File: src/rtl/rst_sequencer.sv
// Reset sequencer: synchronises RST deassertion, holds for MIN_HOLD cycles,
// then releases NCH active-low channel resets in ascending order, GAP cycles apart.
module rst_sequencer #(
  parameter int NCH         = 4,
  parameter int SYNC_STAGES = 2,
  parameter int MIN_HOLD    = 8,
  parameter int GAP         = 4
) (
  input  logic           CLK,
  input  logic           RST,
  input  logic           SW_RST,
  output logic [NCH-1:0] RST_OUT,
  output logic           READY,
  output logic [1:0]     STATE
);

  typedef enum logic [1:0] {
    ST_SYNC    = 2'd0,
    ST_HOLD    = 2'd1,
    ST_RELEASE = 2'd2,
    ST_RUN     = 2'd3
  } state_t;

  localparam logic [7:0] HOLD_LAST = 8'(MIN_HOLD - 1);
  localparam logic [7:0] GAP_LAST  = 8'(GAP - 1);
  localparam logic [4:0] LAST_IDX  = 5'(NCH - 1);

  state_t                 r_state, w_state_nxt;
  logic [SYNC_STAGES-1:0] r_sync;
  logic [SYNC_STAGES-1:0] w_sync_shift;
  logic [7:0]             r_hold_cnt, w_hold_nxt;
  logic [7:0]             r_gap_cnt, w_gap_nxt;
  logic [4:0]             r_idx, w_idx_nxt;
  logic [NCH-1:0]         r_rst_out, w_out_nxt;
  logic                   r_ready, w_ready_nxt;

  function automatic logic [7:0] sat_inc8(input logic [7:0] v);
    return (v == 8'hFF) ? v : v + 8'd1;
  endfunction

  // HOLD is entered on the same edge the last synchroniser stage becomes 1.
  assign w_sync_shift = {r_sync[SYNC_STAGES-2:0], 1'b1};

  always_comb begin
    w_state_nxt = r_state;
    w_hold_nxt  = r_hold_cnt;
    w_gap_nxt   = r_gap_cnt;
    w_idx_nxt   = r_idx;
    w_out_nxt   = r_rst_out;
    w_ready_nxt = r_ready;
    if (r_state == ST_SYNC) begin
      if (w_sync_shift[SYNC_STAGES-1]) begin
        w_state_nxt = ST_HOLD;
        w_hold_nxt  = '0;
      end
    end else if (SW_RST) begin
      w_state_nxt = ST_HOLD;
      w_hold_nxt  = '0;
      w_gap_nxt   = '0;
      w_idx_nxt   = '0;
      w_out_nxt   = '0;
      w_ready_nxt = 1'b0;
    end else begin
      case (r_state)
        ST_HOLD: begin
          if (r_hold_cnt == HOLD_LAST) begin
            w_out_nxt[0] = 1'b1;
            w_idx_nxt    = 5'd1;
            w_gap_nxt    = '0;
            if (NCH == 1) begin
              w_state_nxt = ST_RUN;
              w_ready_nxt = 1'b1;
            end else begin
              w_state_nxt = ST_RELEASE;
            end
          end else begin
            w_hold_nxt = sat_inc8(r_hold_cnt);
          end
        end
        ST_RELEASE: begin
          if (r_gap_cnt == GAP_LAST) begin
            for (int k = 0; k < NCH; k++) begin
              if (r_idx == 5'(k)) w_out_nxt[k] = 1'b1;
            end
            w_idx_nxt = r_idx + 5'd1;
            w_gap_nxt = '0;
            if (r_idx == LAST_IDX) begin
              w_state_nxt = ST_RUN;
              w_ready_nxt = 1'b1;
            end
          end else begin
            w_gap_nxt = sat_inc8(r_gap_cnt);
          end
        end
        default: ;
      endcase
    end
  end

  always_ff @(posedge CLK or negedge RST) begin
    if (!RST) begin
      r_sync <= '0;
    end else begin
      r_sync <= w_sync_shift;
    end
  end

  always_ff @(posedge CLK or negedge RST) begin
    if (!RST) begin
      r_state    <= ST_SYNC;
      r_hold_cnt <= '0;
      r_gap_cnt  <= '0;
      r_idx      <= '0;
      r_rst_out  <= '0;
      r_ready    <= 1'b0;
    end else begin
      r_state    <= w_state_nxt;
      r_hold_cnt <= w_hold_nxt;
      r_gap_cnt  <= w_gap_nxt;
      r_idx      <= w_idx_nxt;
      r_rst_out  <= w_out_nxt;
      r_ready    <= w_ready_nxt;
    end
  end

  assign RST_OUT = r_rst_out;
  assign READY   = r_ready;
  assign STATE   = r_state;

endmodule

File: config.mk
export PLATFORM = sky130hd
export DESIGN_NAME = rst_sequencer
export DESIGN_NICKNAME = d
export VERILOG_FILES = /design/src/rtl/rst_sequencer.sv
export SDC_FILE = /design/constraint.sdc
export NUM_CORES = 1
export LEC_CHECK = 0
export ABC_AREA = 0
export BUFFER_PORTS_ARGS = -buffer_cell sky130_fd_sc_hd__buf_2
export CORE_MARGIN = 2
export CORE_UTILIZATION = 60
export DETAILED_ROUTE_END_ITERATION = 12
export PLACE_DENSITY = 0.85
export REMOVE_ABC_BUFFERS = 1
export SLEW_MARGIN = 10
export SYNTH_ARGS = -nofsm -noshare
export SYNTH_HDL_FRONTEND = slang
export SYNTH_SLANG_ARGS = --single-unit
File: constraint.sdc
create_clock -name CLK -period 2.2 [get_ports CLK]
set_input_delay 0.33 -clock CLK [delete_from_list [all_inputs] [get_ports CLK]]
set_output_delay 0.33 -clock CLK [all_outputs]
set_load 0.005 [all_outputs]
; Word-level counts from Yosys, hierarchy flattened
; Index checks and enable logic that the tools add are counted.
[word_totals]
ff_bits = 29
inputBits = 3
out_inout_bits = 7
wordCells = 85
[op_classes]
addsub = 3
n_eq_ne = 19
muxes = 34
bitwise_logic = 1
n_reduce_logical = 18
[op_table]
columns = op, count
row1 = 8-bit 2-to-1 mux, 10
row2 = 4-bit AND reduction, 6
row3 = "8-bit by 1-bit adder with 8-bit output, second input constant", 2
row4 = "8-bit == test, second input constant", 2
row5 = "4-bit inequality test, second input constant", 4
row6 = 8-bit one-hot mux with 2 select lines, 1
row7 = 5-bit 2-to-1 mux, 3
row8 = "3-bit inequality test, second input constant", 5
row9 = 2-bit 2-to-1 mux, 6
row10 = "5-bit by 2-bit == test with 1-bit output, second input constant", 2
row11 = 5-bit one-hot mux with 2 select lines, 1
row12 = 5-bit AND reduction, 2
row13 = 2-bit nonzero test, 5
row14 = "8-bit by 2-bit == test with 1-bit output, second input constant", 1
row15 = "8-bit by 3-bit == test with 1-bit output, second input constant", 1
row16 = 1-bit 2-to-1 mux, 8
row17 = 4-bit 2-to-1 mux, 2
row18 = 3-bit nonzero test, 2
row19 = "5-bit by 1-bit adder with 5-bit output, second input constant", 1
row20 = "5-bit by 1-bit == test with 1-bit output, second input constant", 1
row21 = 5-bit zero test, 1
row22 = 2-bit one-hot mux with 2 select lines, 1
row23 = 4-bit nonzero test, 1
row24 = 3-bit 2-to-1 mux, 1
row25 = other kinds (6), 6

; Logic depth before layout (Yosys ltp)
; Gate-level depths: netlist of the first run.
[logic_depth]
word_depth = 6
ltp_mapped = 8
depth_no_buf = 6

; Least setup slack after synthesis of the first run
; Ideal clock, no wire load.
[synth_path]
kind = reg-to-reg
start = register r_state[0] (netlist: STATE[0])
end = register r_gap_cnt[0]
setup_ns = 0.127
arrival_time_ns = 1.860
required_time_ns = 2.073
setup_slack_ns = 0.212
stages_incl_launch_ff = 9
path_buffers = 2
synth_period_minus_slack_ns = 1.988
path_cell_list = dfrtp_1 -> inv_1 -> ha_1 -> buf_2 -> nand2b_1 -> nor4_2 -> or3_1 -> buf_2 -> mux2_1
[synth_via]
elab_chain_cells = 3
word_cells_on_any_way = 10
cone_classes = eq/ne: 4 / mux: 2 / bitwise: 1 / reduce/logical: 3
[synth_lines]
columns = item, line
row1 = from (decl), 28  ; state_t r_state, w_state_nxt;
row2 = from (signal assigned), 117  ; r_state <= w_state_nxt;
row3 = 2-bit == test (tied with other cells), 64  ; case (r_state)
row4 = 4-bit inequality test (no line) (tied with other cells), n/a
row5 = 4-bit AND reduction (no line) or 8-bit 2-to-1 mux (tied branches), n/a
row6 = to (signal assigned), 119  ; r_gap_cnt <= w_gap_nxt;
row7 = to (decl), 32  ; logic [7:0] r_gap_cnt, w_gap_nxt;
; Several ways; a longest one is shown, not always the timed one.
; A chain may end at the register's enable or synchronous reset.

; Worst setup path after layout of the first run
[layout_path]
start = register r_hold_cnt[5]
end = register r_gap_cnt[4]
[layout_via]
elab_chain_cells = 3
[layout_lines]
columns = item, line
row1 = from (decl), 31  ; logic [7:0] r_hold_cnt, w_hold_nxt;
row2 = from (signal assigned), 118  ; r_hold_cnt <= w_hold_nxt;
row3 = 8-bit by 3-bit == test with 1-bit output, 66  ; if (r_hold_cnt == HOLD_LAST) begin
row4 = 3-bit inequality test (no line), n/a
row5 = 4-bit AND reduction (no line), n/a
; No other way between the ends.

==> flow_summary.yaml, run 1 <==
run_status:
  run_status: "finished clean"
cts:
  clk_transition_reported_paths_ps: 160
  root_buffer: "clkbuf_4"
  cts_setup_buffers: 0
  insertion_delay_ps: 340
  cts_buffers: 3
  cts_tree: "done"
  clock_sinks: 28
  htreeDepth: 1
  ctsLongestPathBuffers: 2
die:
  io_pins: 10
  num_rows: 20
  initial_core_util_pct: 61.8
  die_y_um: 59.6
  core_area_um2: 3000
  die_w_um: 59.6
  die-area_um2: 3550
worst_setup_path:
  critical_path_peak_fanout: 11
  startpoint: "r_hold_cnt[5]"
  worstSetupStartpointType: "flop"
  crit_type: "reg2reg"
  regToRegStartpoint: "r_hold_cnt[5]"
  crit_slowest_cell: "dfrtp_1"
  crit_path_max_incr_delay_ps: 470
  crit_family: "simple AND/OR/NAND/NOR gates"
  worstPathCellList: "nor4b_2 -> a311oi_1 -> buf_4 -> or3_4 -> a221o_1"
  cp_data_required_time_ps: 2450
  arrival_ps: 2310
  path_buf_inv: 1
  endpoint_kind: "flop"
placed_design:
  placedCellCount: 251
  portBuffers: 9
  gp_congestion: 0.878
  postPlaceCellArea_um2: 2010
  dp_hpwl_mm: 3.01
finish:
  fin_nets: 236
  diodes: 0
  design_area_um2: 2080
  regArea_um2: 701
  fin_cells: 256
  drive_above_1_share_pct: 17.5
  syn_to_final_growth_pct: 12.1
  multi_input_area_um2: 1060
  fillers: 228
timing:
  fin_tns_setup_ps: 0
  hold_violations: 0
  setup_viol: 0
  worst_pin_slew_ps: 616
  min_period_ps: 2060
  max-slew-margin-rel_pct: 59.0
  grt_setup_unrepaired: "false"
  fmax_mhz: 485
  whs_ps: 420
  period_share_pct: 93.7
  drv_slew: 0
  fin_skew_ps: 8.86
drt:
  drc_errors: 0
  via_per_inst: 6.67
  wl_per_cell_um: 16.3
  first_pass_iters: 4
  drtIter0Drc: 144
  wirelength_mm: 4.18
  vias: 1707
  final_antenna_net_count: 0
job:
  cap_violations: 0
yosys:
  synth_edf_count: 0
  synth_top_area_share_pct: 37.8
  ys_async_sr_fraction_pct: 100
  syn_inst: 205
  syn-mean-instance-area_um2: 9.05
  synth_top_cell_by_area: "dfrtp_1"
  netlist_area_um2: 1860
  synth.area.top_cells: "dfrtp_1 (38%), ha_1 (6.1%), o41ai_1 (5.7%), nand3_1 (4.0%), nand2_1 (3.6%)"
  yosysSeqAreaShare_pct: 37.8
  yosysUniqueCellTypes: 53
  ys.warnings.count: 0
  synth-seq-cells: 28
  synthFlopType: "dfrtp_1"
pwr:
  p_leak_nw: 0.912
  powerDensity_nw_per_um2: 763
  worst_ir_drop_vdd_mv: 0.453
min_path:
  hold_start: "SW_RST"
  hold_path.class: "in2reg"
global_route:
  grt_max_degree: 29
  grt_pass1_wl_mm: 6.68
  gr-usage-all-layers_pct: 24.8
  grt.overflow.total: 0
  antenna_found_initial: 0
  grt_pass1_vias: 1456
## per-stage QoR
stage	utilization, %	setup slack, ps	total power, mW
2_1_floorplan	-	-301	0.980
3_3_place_gp	66.8	181	1.20
3_5_place_dp	66.8	95.7	1.23
4_1_cts	68.9	70.7	1.57
5_1_grt	69.3	45.0	1.68
6_report	69.3	139	1.59
## sequential cells by signal, summed over array words and instances, names as in the netlist
register,count
READY,1
RST_OUT,3
STATE,2
r_gap_cnt,8
r_hold_cnt,8
r_idx,5
r_sync,1
## path summary, 6_finish.rpt
check	end	slack [ps]	cells after the start
setup / recovery	r_gap_cnt[4]	140	5
hold / removal	r_idx[0]	420	3
setup reg to reg	r_gap_cnt[4]	140	5
hold reg to reg	RST_OUT[1]	520	1
max in group asynchronous	r_hold_cnt[6]	1290	2
min in group asynchronous	r_gap_cnt[0]	500	2
## logic make-up (layout without fill, tap and decap cells)
logic type | count (synthesis) | count (layout) | share of synthesized area (%)
buffers and inverters | 23 | 41 | 5.60
AO/OA/AOI/OAI | 56 | 56 | 22.4
multiplexers | 3 | 3 | 1.75
AND/OR/NAND/NOR | 85 | 85 | 26.2
other | 1 | 1 | 0.202
adder cells (fa/ha/maj) | 9 | 9 | 6.07
flip-flops | 28 | 28 | 37.8
## tightest hold or removal path, delay by kind of cell
family                 cells  cell delay [ps]
multiplexers               1              130
AO/OA/AOI/OAI              1              130
buffers and inverters      1              150
## report_power, final
| group | internal, mW | switching (mW) |
|---|---|---|
| Combinational | 0.248 | 0.377 |
| Clock | 0.185 | 0.164 |
| Sequential | 0.569 | 0.0442 |
## synth_stat cells, drive strengths merged (2+ instances only)
library cell and count:
a211oi 2, a21oi 7, a31oi 5, and2 2
and3 3, and4 2, buf 10, clkbuf 4
dfrtp 28, ha 9, inv 9, mux2 2
nand2 18, nand2b 2, nand3 15, nand4 4
nor2 10, nor2b 2, nor3 7, nor3b 4
nor4 3, nor4b 3, o211ai 3, o21a 4
o21ai 6, o311ai 2, o31ai 3, o41ai 12
or3 4, or4 2
## cell usage in the layout, fill, tap and decap left out, types with 2 or more instances in the layout
| cell type | n |
|---|---|
| a211oi_1 | 2 |
| a21oi_1 | 7 |
| a31oi_1 | 5 |
| and2_1 | 2 |
| and3_1 | 3 |
| and4_1 | 2 |
| buf_2 | 9 |
| buf_4 | 18 |
| clkbuf_4 | 3 |
| dfrtp_1 | 28 |
| ha_1 | 9 |
| inv_1 | 9 |
| mux2_1 | 2 |
| nand2_1 | 18 |
| nand2b_1 | 2 |
| nand3_1 | 15 |
| nand4_1 | 4 |
| nor2_1 | 10 |
| nor2b_1 | 2 |
| nor3_1 | 6 |
| nor3b_1 | 3 |
| nor4_2 | 2 |
| nor4b_1 | 2 |
| o211ai_1 | 3 |
| o21a_1 | 4 |
| o21ai_0 | 5 |
| o311ai_0 | 2 |
| o31ai_1 | 3 |
| o41ai_1 | 12 |
| or3_1 | 3 |
| or4_1 | 2 |
## timing repair
action,4_1_cts,5_1_grt
endpoints found under the setup margin,0,2
resized for setup,0,2
hold endpoints to repair,28,0
hold buffers,1,0
## layer usage
| layer | GRT usage (%) | up-vias | share of wire (%) |
|---|---|---|---|
| met1 | 35.4 | 814 | 46 |
| li1 | - | 818 | - |
| met2 | 37.5 | 68 | 47 |
| met3 | 4.59 | 7 | 5.8 |
| met5 | 0 | - | 0 |
| met4 | 9.21 | 0 | 1.4 |
## cell type report
| type | count | area share, % |
|---|---|---|
| Clock buffer | 3 | 1.08 |
| Clock inverter | 1 | 1.44 |
| Inverter | 9 | 1.62 |
| Multi-Input combinational cell | 154 | 51.0 |
| Sequential cell | 28 | 33.7 |
| Tap cell | 33 | 1.99 |
| Timing Repair Buffer | 28 | 9.15 |
No activity file was read; power rests on OpenSTA's default activity.
==> run 2, diff against run 1 <==
ABC_AREA = 1   (was 0)
==> flow_summary.yaml, run 2 <==
worst_setup_path:
  regToRegStartpoint: "STATE[0]"
  path_buf_inv: 2
  crit_family: "simple AND/OR/NAND/NOR gates"
  crit_type: "reg2reg"
  crit_path_max_incr_delay_ps: 450
  cp_data_required_time_ps: 2490
  worstPathCellList: "inv_1 -> ha_1 -> inv_1 -> nor2_2 -> nand2_1 -> nor2_1 -> nand3_1 -> nand2_1"
  reg2reg_slack_ps: 260
  critical_path_peak_fanout: 8
  worstSetupStartpointType: "flop"
  cp.depth: 8
  crit_slowest_cell: "dfrtp_1"
  endpoint_kind: "flop"
  arrival_ps: 2230
  endpoint: "r_gap_cnt[4]"
  startpoint: "STATE[0]"
  r2r-end: "r_gap_cnt[4]"
  r2r_cells: 8
pwr:
  worst_ir_drop_vdd_mv: 0.349
  p_total_mw: 1.73
  combPwrFrac_pct: 46.5
  netSwitchingFraction_pct: 43.9
  p_sw_mw: 0.760
  p_int_mw: 0.971
  powerDensity_nw_per_um2: 845
  seqPwrFrac_pct: 38.6
  p_clk_share_pct: 14.9
  p_leak_nw: 1.02
cts:
  cts_tree: "done"
  root_buffer: "clkbuf_4"
  clk_transition_reported_paths_ps: 150
  cts_buffers: 3
  ctsLongestPathBuffers: 2
  clock_sinks: 28
  cts_resized: 0
  cts_setup_buffers: 0
  insertion_delay_ps: 340
  hold_buffers: 0
  htreeDepth: 1
yosys:
  ys_async_sr_fraction_pct: 100
  ys_top_cells_by_count: "nand2_1 (82), nand3_1 (33), nor2_1 (33)"
  ys.warnings.count: 0
  synth.area.top_cells: "dfrtp_1 (36%), nand2_1 (16%), nand3_1 (8.5%), nor2_1 (6.4%), ha_1 (5.8%)"
  synthFlopType: "dfrtp_1"
  synth_top_area_share_pct: 36.1
  synth_edf_count: 0
  netlist_area_um2: 1940
  yosysSeqAreaShare_pct: 36.1
  syn-mean-instance-area_um2: 6.98
  synth_top_cell_by_area: "dfrtp_1"
  syn_inst: 278
  yosysUniqueCellTypes: 31
  yosysMostFrequentCell: "nand2_1"
  synth-seq-cells: 28
timing:
  fin_skew_ps: 4.53
  fmax_mhz: 516
  fin_ws_ps: 260
  fin_tns_setup_ps: 0
  grt_setup_unrepaired: "false"
  min_period_ps: 1940
  setup_viol: 0
  hold_violations: 28
  whs_ps: -22.3
  max-slew-margin-rel_pct: 58.9
  worst_pin_slew_ps: 617
  drv_slew: 0
  period_share_pct: 88.2
drt:
  first_pass_iters: 4
  wirelength_mm: 3.73
  drtIter0Drc: 136
  wl_per_cell_um: 11.3
  final_antenna_net_count: 0
  vias: 1761
  drc_errors: 0
  via_per_inst: 5.32
finish:
  final_common_cell: "nand2_1"
  fin_nets: 300
  reg_top3: "r_gap_cnt: 8 flops, r_hold_cnt: 8 flops, r_idx: 5 flops"
  layout_common_cells: "nand2_1 (82), nand3_1 (33), nor2_1 (32)"
  drive_above_1_share_pct: 12.9
  syn_to_final_growth_pct: 5.48
  fin_cells: 331
  diodes: 0
die:
  core_area_um2: 3050
  initial_core_util_pct: 63.6
  io_pins: 10
  die_w_um: 60.9
  num_rows: 20
  die-area_um2: 3710
  die_y_um: 60.9
global_route:
  antenna_found_initial: 0
  grt.overflow.total: 0
  gr-usage-all-layers_pct: 22.4
  grt_pass1_vias: 1513
  grt_max_degree: 29
  grt_pass1_wl_mm: 6.36
placed_design:
  dp_slack_ps: 98.8
  portBuffers: 9
  gp_congestion: 0.937
  dp_hpwl_mm: 2.71
  placedCellCount: 327
run_status:
  run_status: "finished with violations"
  violations: "negative hold slack"
job:
  cap_violations: 0
min_path:
  hold_path.class: "in2async"
[run 2: changes by cell type in the layout (fill, tap and decap cells not counted), sizes merged, moves of 4 or more]
cell	delta
o41ai	-12
inv	+24
nand2	+72
nor2	+26
or3	-4
nor3b	-4
o21a	-4
o21ai	+9
nand3	+18
buf	-16
[run 2: metal layers]
layer | global-route usage [%] | wire, µm | share of wire [%] | vias up
met5 | 0 | 0 | 0 | -
met4 | 7.14 | 42 | 1.1 | 0
met3 | 2.56 | 169 | 4.5 | 5
met2 | 34.9 | 1640 | 44 | 46
met1 | 32.5 | 1870 | 50 | 807
li1 | - | - | - | 903
[run 2: worst min-delay path by stage]
stage / slack (ps) / to / cells after the start
detailed placement: 390 / r_hold_cnt[4] / 1
finish: -20 / r_hold_cnt[6] / 1
CTS: 8 / RST_OUT[2] / 1
global route: 20 / r_gap_cnt[4] / 1
global placement: 380 / r_hold_cnt[4] / 1
floorplan: 30 / READY / 0
[run 2: kinds of logic (layout without fill, tap and decap cells)]
kind of cell / after synthesis / in the layout / synth area share [%]
xor+xnor: 4 / 4 / 1.81
compound gates: 25 / 25 / 8.00
simple gates: 172 / 172 / 39.0
other cells: 1 / 1 / 0.193
fa+ha+maj: 9 / 9 / 5.80
buf+inv: 39 / 48 / 9.09
flops: 28 / 28 / 36.1
[run 2: worst register-to-register path: cells and delay by family, from the launching register on]
kind	cells	cell delay, ps
fa+ha+maj	1	370
simple gates	5	820
buf+inv	2	270
flops	1	450
[run 2: final cells by class]
| class | count | area [µm²] |
|---|---|---|
| inverter | 33 | 129 |
| timing repair buffer | 11 | 60.1 |
| clock buffer | 4 | 36.3 |
| sequential | 28 | 701 |
| tap | 44 | 55.1 |
| fill | 282 | 1010 |
| multi-input combinational | 211 | 1070 |
[run 2: metrics by stage]
stage               utilization [%]  instance area, µm²  hold slack, ps
global placement               65.8                2010             377
floorplan                         -                1890            34.4
global route                   67.0                2050            21.6
finish                         67.0                2050           -22.3
detailed placement             65.8                2010             386
CTS                            67.0                2040            8.18
[run 2: power by group through the flow]
stage | sequential [mW] | clock [mW] | combinational (mW)
final | 0.668 | 0.257 | 0.805
after floorplan | 0.671 | 0 | 0.566
after global placement | 0.674 | 0 | 0.784
after global routing | 0.683 | 0.280 | 0.910
after detailed placement | 0.678 | 0 | 0.798
after CTS | 0.669 | 0.258 | 0.800
==> run 3, diff against run 2 <==
BUFFER_PORTS_ARGS = default   (was -buffer_cell sky130_fd_sc_hd__buf_2)
DONT_BUFFER_PORTS = 1   (was default)
PLACE_DENSITY = 0.83   (was 0.85)
==> flow_summary.yaml, run 3 (synthesized netlist as in run 2, its figures left out) <==
global_route:
  grt_max_degree: 29
  gr-usage-all-layers_pct: 23.1
  antenna_found_initial: 0
  grt_pass1_vias: 1469
  grt_pass1_wl_mm: 6.43
  grt.overflow.total: 0
timing:
  fin_skew_ps: 6.32
  grt_setup_unrepaired: "false"
  whs_ps: 148
  fmax_mhz: 527
  setup_viol: 0
  fin_tns_setup_ps: 0
  hold_violations: 0
  min_period_ps: 1900
  period_share_pct: 86.3
  drv_slew: 0
min_path:
  hold_start: "SW_RST"
  hold_path.class: "in2reg"
worst_setup_path:
  worstSetupStartpointType: "flop"
  crit_path_max_incr_delay_ps: 460
  endpoint_kind: "flop"
  worstPathCellList: "inv_1 -> ha_1 -> nor2_4 -> inv_4 -> o21ai_1 -> nor2_1 -> buf_4 -> nand2_1 -> o21ai_2"
  startpoint: "STATE[1]"
  crit_type: "reg2reg"
  regToRegStartpoint: "STATE[1]"
  path_buf_inv: 3
  crit_slowest_cell: "dfrtp_1"
  arrival_ps: 2170
  cp_data_required_time_ps: 2470
  critical_path_peak_fanout: 9
  crit_family: "simple AND/OR/NAND/NOR gates"
finish:
  reg_top3: "r_gap_cnt: 8 flops, r_hold_cnt: 8 flops, r_idx: 5 flops"
  fillers: 260
  drive_above_1_share_pct: 9.68
  syn_to_final_growth_pct: 3.87
  design_area_um2: 2020
  diodes: 0
  fin_nets: 293
  layout_common_cells: "nand2_1 (82), nor2_1 (33), nand3_1 (33)"
  post-route-util_pct: 66.0
  fin_cells: 323
  final_common_cell: "nand2_1"
die:
  initial_core_util_pct: 63.6
  num_rows: 20
  io_pins: 10
  die_w_um: 60.9
  die_y_um: 60.9
  core_area_um2: 3050
  die-area_um2: 3710
drt:
  wl_per_cell_um: 12.0
  first_pass_iters: 4
  wirelength_mm: 3.88
  drtIter0Drc: 136
  drc_errors: 0
  final_antenna_net_count: 0
  vias: 1720
  via_per_inst: 5.33
cts:
  cts_buffers: 3
  htreeDepth: 1
  cts_tree: "done"
  root_buffer: "clkbuf_4"
  clk_transition_reported_paths_ps: 150
  cts_setup_buffers: 0
  insertion_delay_ps: 330
  clock_sinks: 28
  ctsLongestPathBuffers: 2
placed_design:
  portBuffers: 0
  postPlaceCellArea_um2: 1960
  dp_hpwl_mm: 2.83
  gp_congestion: 0.963
  placedCellCount: 318
run_status:
  run_status: "finished clean"
pwr:
  p_leak_nw: 0.987
  worst_ir_drop_vdd_mv: 0.373
  powerDensity_nw_per_um2: 811
job:
  cap_violations: 0
==> run 3: changes by cell type in the layout (fill, tap and decap cells not counted) <==
cell,change
clkbuf_8,-1
buf_2,-9
dlygate4sd3_1,+1
nor2_1,+1
buf_12,+1
nor2_2,-1
==> run 3: cell type report <==
cell class / instances / area, µm² / share of cell area, %
multi-input cells: 211 / 1060 / 52.8
clock buffers: 3 / 22.5 / 1.12
repair buffers: 4 / 45.0 / 2.23
flip-flops and latches: 28 / 701 / 34.8
well taps: 44 / 55.1 / 2.73
inverters: 33 / 129 / 6.39
==> run 3: final timing paths <==
check,endpoint,slack [ps],depth (start not counted)
worst min-delay path,r_idx[3],150,3
worst max register to register,r_hold_cnt[6],300,9
worst max-delay path,r_hold_cnt[6],300,9
worst min register to register,RST_OUT[0],510,2
min in group asynchronous,r_gap_cnt[0],440,2
max in group asynchronous,STATE[1],1610,2
==> run 3: through the flow <==
stage / setup slack [ps] / total power, mW
finish: 301 / 1.63
global route: 106 / 1.79
CTS: 320 / 1.64
detailed placement: 360 / 1.41
global placement: 447 / 1.40
floorplan: 279 / 1.24
==> run 3: per-layer routing <==
metal  up-vias  wire, µm  track usage (%)
met5         -         0                0
met4         0        48             8.70
met2        25      1800             36.3
li1        888         -                -
met1       802      1920             32.8
met3         5       115             2.77
==> run 3: tightest hold or removal path, stage by stage <==
cell     delay, ps
nor2_1          20
nand3_1         60
nand2_1         50
==> run 3: repair_timing <==
item                      CTS  global route
hold buffers                2             0
gates resized for setup     0             0
hold endpoints to repair   28             0
==> run 3: report_power, final <==
part	internal [mW]	switching, mW	total [mW]
combinational	0.236	0.500	0.736
clock	0.0645	0.153	0.218
sequential	0.593	0.0876	0.680
